## src/rtl/decode_control_pipe_if.sv

```systemverilog
// Fetch-to-decode handshake plus the registered ID/EX entry bundle.
// The master side is fetch/hazard logic; the slave side is decode_control_pipe.
interface decode_control_pipe_if #(
  parameter int unsigned INSTR_W = 16,
  parameter int unsigned CTRL_W  = 8
);
  logic               in_valid;
  logic [INSTR_W-1:0] instr;
  logic               in_ready;
  logic               stall;
  logic               flush;
  logic               out_valid;
  logic [CTRL_W-1:0]  out_ctrl;
  logic [INSTR_W-1:0] out_instr;
  logic [INSTR_W-1:0] out_imm;
  logic               illegal;
  logic               busy;

  modport master (
    output in_valid, instr, stall, flush,
    input  in_ready, out_valid, out_ctrl, out_instr, out_imm, illegal, busy
  );

  modport slave (
    input  in_valid, instr, stall, flush,
    output in_ready, out_valid, out_ctrl, out_instr, out_imm, illegal, busy
  );
endinterface

```

## src/rtl/decode_control_pipe.sv

```systemverilog
// Decode stage with registered ID/EX entry; LDM takes its immediate from
// the following fetched word, holding the LDM instruction until it arrives.
module decode_control_pipe #(
  parameter int unsigned INSTR_W  = 16,
  parameter int unsigned OPCODE_W = 5,
  parameter int unsigned CTRL_W   = 8
) (
  input  logic                 clk,
  input  logic                 rst_n,
  decode_control_pipe_if.slave bus
);

  typedef enum logic {
    S_DEC = 1'b0,
    S_IMM = 1'b1
  } state_e;

  localparam logic [OPCODE_W-1:0] OP_LDM = OPCODE_W'(1);
  localparam logic [OPCODE_W-1:0] OP_STD = OPCODE_W'(2);
  localparam logic [OPCODE_W-1:0] OP_ADD = OPCODE_W'(3);
  localparam logic [OPCODE_W-1:0] OP_NOT = OPCODE_W'(4);
  localparam logic [OPCODE_W-1:0] OP_NOP = OPCODE_W'(5);

  state_e             state_q,     state_d;
  logic               out_valid_q, out_valid_d;
  logic [CTRL_W-1:0]  out_ctrl_q,  out_ctrl_d;
  logic [INSTR_W-1:0] out_instr_q, out_instr_d;
  logic [INSTR_W-1:0] out_imm_q,   out_imm_d;
  logic               illegal_q,   illegal_d;
  logic [INSTR_W-1:0] ldm_word_q,  ldm_word_d;

  logic [OPCODE_W-1:0] opcode;
  logic [CTRL_W-1:0]   dec_ctrl;
  logic [CTRL_W-1:0]   ldm_ctrl;
  logic                dec_illegal;
  logic                in_ready;
  logic                accept;

  assign in_ready = !bus.stall && !bus.flush;
  assign accept   = bus.in_valid && in_ready;
  assign opcode   = bus.instr[INSTR_W-1 -: OPCODE_W];

  // Control bundle bits: 0 not, 1 add, 2 memRead, 3 memWrite, 4 regWrite, 5 ldm.
  always_comb begin
    ldm_ctrl      = '0;
    ldm_ctrl[5:0] = 6'h30;
  end

  always_comb begin
    dec_ctrl    = '0;
    dec_illegal = 1'b0;
    case (opcode)
      OP_LDM:  dec_ctrl[5:0] = 6'h30;
      OP_STD:  dec_ctrl[5:0] = 6'h08;
      OP_ADD:  dec_ctrl[5:0] = 6'h12;
      OP_NOT:  dec_ctrl[5:0] = 6'h11;
      OP_NOP:  dec_ctrl[5:0] = 6'h00;
      default: dec_illegal   = 1'b1;
    endcase
  end

  always_comb begin
    state_d     = state_q;
    out_valid_d = out_valid_q;
    out_ctrl_d  = out_ctrl_q;
    out_instr_d = out_instr_q;
    out_imm_d   = out_imm_q;
    illegal_d   = illegal_q;
    ldm_word_d  = ldm_word_q;

    if (bus.flush) begin
      state_d     = S_DEC;
      out_valid_d = 1'b0;
      out_ctrl_d  = '0;
      out_imm_d   = '0;
      illegal_d   = 1'b0;
      ldm_word_d  = '0;
    end else if (bus.stall) begin
      // Everything holds, including a pending LDM.
    end else if (accept) begin
      if (state_q == S_IMM) begin
        // Opcode bits of the immediate word are deliberately ignored.
        state_d     = S_DEC;
        out_valid_d = 1'b1;
        out_ctrl_d  = ldm_ctrl;
        out_instr_d = ldm_word_q;
        out_imm_d   = bus.instr;
        illegal_d   = 1'b0;
      end else if (opcode == OP_LDM) begin
        state_d     = S_IMM;
        ldm_word_d  = bus.instr;
        out_valid_d = 1'b0;
        illegal_d   = 1'b0;
      end else begin
        out_valid_d = 1'b1;
        out_ctrl_d  = dec_ctrl;
        out_instr_d = bus.instr;
        out_imm_d   = '0;
        illegal_d   = dec_illegal;
      end
    end else begin
      // Bubble; illegal must never be seen without out_valid.
      out_valid_d = 1'b0;
      illegal_d   = 1'b0;
    end
  end

  always_ff @(posedge clk or negedge rst_n) begin
    if (!rst_n) begin
      state_q     <= S_DEC;
      out_valid_q <= 1'b0;
      out_ctrl_q  <= '0;
      out_instr_q <= '0;
      out_imm_q   <= '0;
      illegal_q   <= 1'b0;
      ldm_word_q  <= '0;
    end else begin
      state_q     <= state_d;
      out_valid_q <= out_valid_d;
      out_ctrl_q  <= out_ctrl_d;
      out_instr_q <= out_instr_d;
      out_imm_q   <= out_imm_d;
      illegal_q   <= illegal_d;
      ldm_word_q  <= ldm_word_d;
    end
  end

  assign bus.in_ready  = in_ready;
  assign bus.out_valid = out_valid_q;
  assign bus.out_ctrl  = out_ctrl_q;
  assign bus.out_instr = out_instr_q;
  assign bus.out_imm   = out_imm_q;
  assign bus.illegal   = illegal_q;
  assign bus.busy      = (state_q == S_IMM);

endmodule
```

## src/flat_wrapper.sv

```systemverilog
// flat-port wrapper written by rule: the top's interface ports become plain ports
module decode_control_pipe_flat 
#(
  parameter int unsigned INSTR_W  = 16,
  parameter int unsigned OPCODE_W = 5,
  parameter int unsigned CTRL_W   = 8
)
  (clk, rst_n, bus_in_valid, bus_instr, bus_stall, bus_flush, bus_in_ready, bus_out_valid, bus_out_ctrl, bus_out_instr, bus_out_imm, bus_illegal, bus_busy);
  decode_control_pipe_if #(.INSTR_W(INSTR_W), .CTRL_W(CTRL_W)) bus_i ();
  input  logic clk;
  input  logic rst_n;
  input wire logic [$bits(bus_i.in_valid)-1:0] bus_in_valid;
  input wire logic [$bits(bus_i.instr)-1:0] bus_instr;
  input wire logic [$bits(bus_i.stall)-1:0] bus_stall;
  input wire logic [$bits(bus_i.flush)-1:0] bus_flush;
  output wire logic [$bits(bus_i.in_ready)-1:0] bus_in_ready;
  output wire logic [$bits(bus_i.out_valid)-1:0] bus_out_valid;
  output wire logic [$bits(bus_i.out_ctrl)-1:0] bus_out_ctrl;
  output wire logic [$bits(bus_i.out_instr)-1:0] bus_out_instr;
  output wire logic [$bits(bus_i.out_imm)-1:0] bus_out_imm;
  output wire logic [$bits(bus_i.illegal)-1:0] bus_illegal;
  output wire logic [$bits(bus_i.busy)-1:0] bus_busy;
  assign bus_i.in_valid = bus_in_valid;
  assign bus_i.instr = bus_instr;
  assign bus_i.stall = bus_stall;
  assign bus_i.flush = bus_flush;
  assign bus_in_ready = bus_i.in_ready;
  assign bus_out_valid = bus_i.out_valid;
  assign bus_out_ctrl = bus_i.out_ctrl;
  assign bus_out_instr = bus_i.out_instr;
  assign bus_out_imm = bus_i.out_imm;
  assign bus_illegal = bus_i.illegal;
  assign bus_busy = bus_i.busy;
  decode_control_pipe #(.INSTR_W(INSTR_W), .OPCODE_W(OPCODE_W), .CTRL_W(CTRL_W)) u_core (.clk(clk), .rst_n(rst_n), .bus(bus_i));
endmodule
```

## config.mk

```make
export PLATFORM = sky130hd
export DESIGN_NAME = decode_control_pipe_flat
export DESIGN_NICKNAME = d
export VERILOG_FILES = /design/src/rtl/decode_control_pipe_if.sv /design/src/rtl/decode_control_pipe.sv /design/src/flat_wrapper.sv
export SDC_FILE = /design/constraint.sdc
export NUM_CORES = 1
export LEC_CHECK = 0
export CAP_MARGIN = 20
export CORE_UTILIZATION = 55
export DETAILED_ROUTE_END_ITERATION = 8
export DONT_BUFFER_PORTS = 1
export PLACE_DENSITY = 0.75
export SKIP_LAST_GASP = 1
export SLEW_MARGIN = 20
export SYNTH_ARGS = -nofsm -noshare
export SYNTH_HDL_FRONTEND = slang
export SYNTH_SLANG_ARGS = --single-unit
export TNS_END_PERCENT = 1
```

## constraint.sdc

```tcl
create_clock -name clk -period 1.9 [get_ports clk]
set_input_delay 0.19 -clock clk [delete_from_list [all_inputs] [get_ports clk]]
set_output_delay 0.19 -clock clk [all_outputs]
set_load 0.05 [all_outputs]
```

==> results.json <==
{
  "status": "finished clean",
  "cts-root-buf": "clkbuf_8",
  "cts_tree": "yes",
  "syn_area_um2": 2730,
  "multiInputGateArea_um2": 1180,
  "ys.warnings.count": 0,
  "max-cap-violations": 0,
  "dpl-instance-area_um2": 2780,
  "syn_area_per_cell_um2": 12.1,
  "crit_fanout": 9,
  "ys_types": 37,
  "antenna_found_initial": 0,
  "tns_ns": 0,
  "seq_area_um2": 1400,
  "powerDensity_nw_per_um2": 917,
  "hpwl_mm": 3.43,
  "grt_pass1_wl_mm": 8.87,
  "grt_pass1_vias": 1765,
  "finClkSkew_ns": 0.0112,
  "start_kind": "flop",
  "slew_headroom_pct": 32.7,
  "rsz0062_at_grt": "false",
  "portBuffers": 0,
  "io_pins": 65,
  "cp.arrival_ns": 1.74,
  "layout-drive-gt1-share_pct": 25.7,
  "gp_congestion": 0.728,
  "period_share_pct": 81.2,
  "hold_buffers": 5,
  "peakVddDrop_mv": 0.533,
  "fin_area_um2": 2980,
  "r2r_start": "u_core.bus.busy$_DFFE_PN0P_",
  "cts.htree.levels": 2,
  "routedWlPerCell_um": 18.6,
  "synthCells": 226,
  "met3_usage_pct": 7.08,
  "timing.fmax_ghz": 0.648,
  "insertion_delay_ns": 0.31,
  "tightest_slew_ns": 1.01,
  "required_ns": 2.10,
  "worstHoldStart": "bus_instr[14]",
  "drc": 0,
  "core_area_um2": 4750,
  "first_iter_violations": 132,
  "clock_path_buffers": 2,
  "grt-busiest-layer": "met2",
  "gr-usage-met2_pct": 35.5,
  "ctsResizeCount": 0,
  "dr_total_vias": 1720,
  "die-area_um2": 5250,
  "grt_overflow_total": 0,
  "start_util_pct": 57.4,
  "synth_edf_count": 0,
  "fill_cells": 370,
  "rows": 25,
  "dr.pass1.iters": 5,
  "cp-end-kind": "flop",
  "ff2ff_setup_slack_ns": 0.36,
  "clk_pin_slew_worst_paths_ns": 0.10,
  "crit_type": "reg -> reg",
  "wl_mm": 5.52,
  "cts_made_buffers": 5,
  "grt_max_degree": 57,
  "post_cts_buffers": 0,
  "hold_viol": 0,
  "met1_usage_pct": 29.6,
  "setup_viol": 0,
  "die_x_um": 72.5,
  "ys.flop_type": "dfrtp_1",
  "hold_class": "in -> reg",
  "min_period_ns": 1.54,
  "leakagePower_nw": 1.27,
  "synth-seq-cells": 56,
  "antennaDiodeCount": 0,
  "ant_nets": 0,
  "syn_to_final_growth_pct": 9.12,
  "critPathLaunch": "u_core.bus.busy$_DFFE_PN0P_",
  "via_per_inst": 5.79,
  "synthArstFlopShare_pct": 100,
  "grt_usage_pct": 22.6,
  "ys_seq_area_share_pct": 51.3,
  "die-height_um": 72.5,
  "cts_sinks": 56,
  "slew_viol_final": 0,
  "nets": 251
}
## sequential cells by signal (all words and copies together) (netlist names)
register,flops
u_core.bus.illegal,1
u_core.bus.out_instr,16
u_core.bus.out_imm,16
u_core.bus.out_ctrl,5
u_core.bus.out_valid,1
u_core.ldm_word_q,16
u_core.bus.busy,1
## cell families (layout without fill, tap and decap cells)
logic type	after synthesis	after routing	share of synthesized area, %
other cells	1	3	0.137
compound gates	34	34	9.85
flops	56	56	51.3
mux	43	43	18.6
buf+inv	35	37	5.82
simple gates	57	57	14.3
## layout by cell type (no fill, tap or decap), drive strengths merged, types with 7 or more instances in the layout
| master | Yosys | final |
|---|---|---|
| o32ai | 16 | 16 |
| dfrtp | 56 | 56 |
| nor3b | 7 | 7 |
| mux2i | 11 | 11 |
| nand2b | 28 | 28 |
| inv | 18 | 18 |
| a21oi | 9 | 9 |
| buf | 9 | 8 |
| mux2 | 32 | 32 |
## cells in the mapped netlist, drive strengths merged (2+ instances only)
master  number  share of area (%)
or4b         2               0.73
buf          9                2.2
nor2         4               0.55
mux2        32                 15
clkbuf       8                1.1
inv         18                2.5
o211ai       2               0.55
mux2i       11                4.0
a21oi        9                1.8
and3b        2               0.73
dfrtp       56                 51
nor3         2               0.78
nor3b        7                2.3
nand2        5               0.69
nand2b      28                6.4
nand3        2               0.55
o32ai       16                5.1
## worst max-delay path, stage by stage (launching register included)
cell	delay, ns
dfrtp_1	0.44
nor3_4	0.33
a211oi_4	0.12
buf_4	0.23
mux2_4	0.32
## per-layer routing
layer	vias to the layer above	share of wire, %
met5	-	0
met4	0	1.1
met3	7	7.6
met2	60	47
met1	858	44
li1	795	-
## stage by stage
step,instances,hold slack (ns),total power (W),setup WS (ns),util [%]
CTS,297,0.0154,0.00275,0.360,62.7
detailed placement,285,-0.104,0.00181,0.390,58.5
global placement,285,-0.104,0.00180,0.412,58.5
finish,297,0.0226,0.00273,0.358,62.7
floorplan,228,-0.106,0.00179,0.0571,-
global route,297,0.0168,0.00283,0.289,62.7
## worst paths after layout
check / to / cells past startpoint
min reg2reg: u_core.ldm_word_q[11]$_DFFE_PN0P_ / 2
max: u_core.bus.out_instr[7]$_DFFE_PN0P_ / 4
max reg2reg: u_core.bus.out_instr[7]$_DFFE_PN0P_ / 4
min in group asynchronous: u_core.bus.out_ctrl[4]$_DFFE_PN0P_ / 2
max in group asynchronous: u_core.ldm_word_q[0]$_DFFE_PN0P_ / 2
min: u_core.bus.out_imm[14]$_DFFE_PN0P_ / 2
## power by group
group	total, W	internal, W	switching (W)	leakage, nW
Clock	0.000903	0.000519	0.000384	0.0642
Combinational	0.000255	0.000140	0.000115	0.457
Sequential	0.00157	0.00126	0.000313	0.746
## layout make-up
type                    instances  area share [%]
clock buffers                   5            2.31
well taps                      67            2.81
clock inverters                 2            2.02
multi-input cells             137            39.5
inverters                      18            2.27
repair buffers                 12            4.03
flip-flops and latches         56            47.0
No activity file was read; power rests on OpenSTA's default activity.
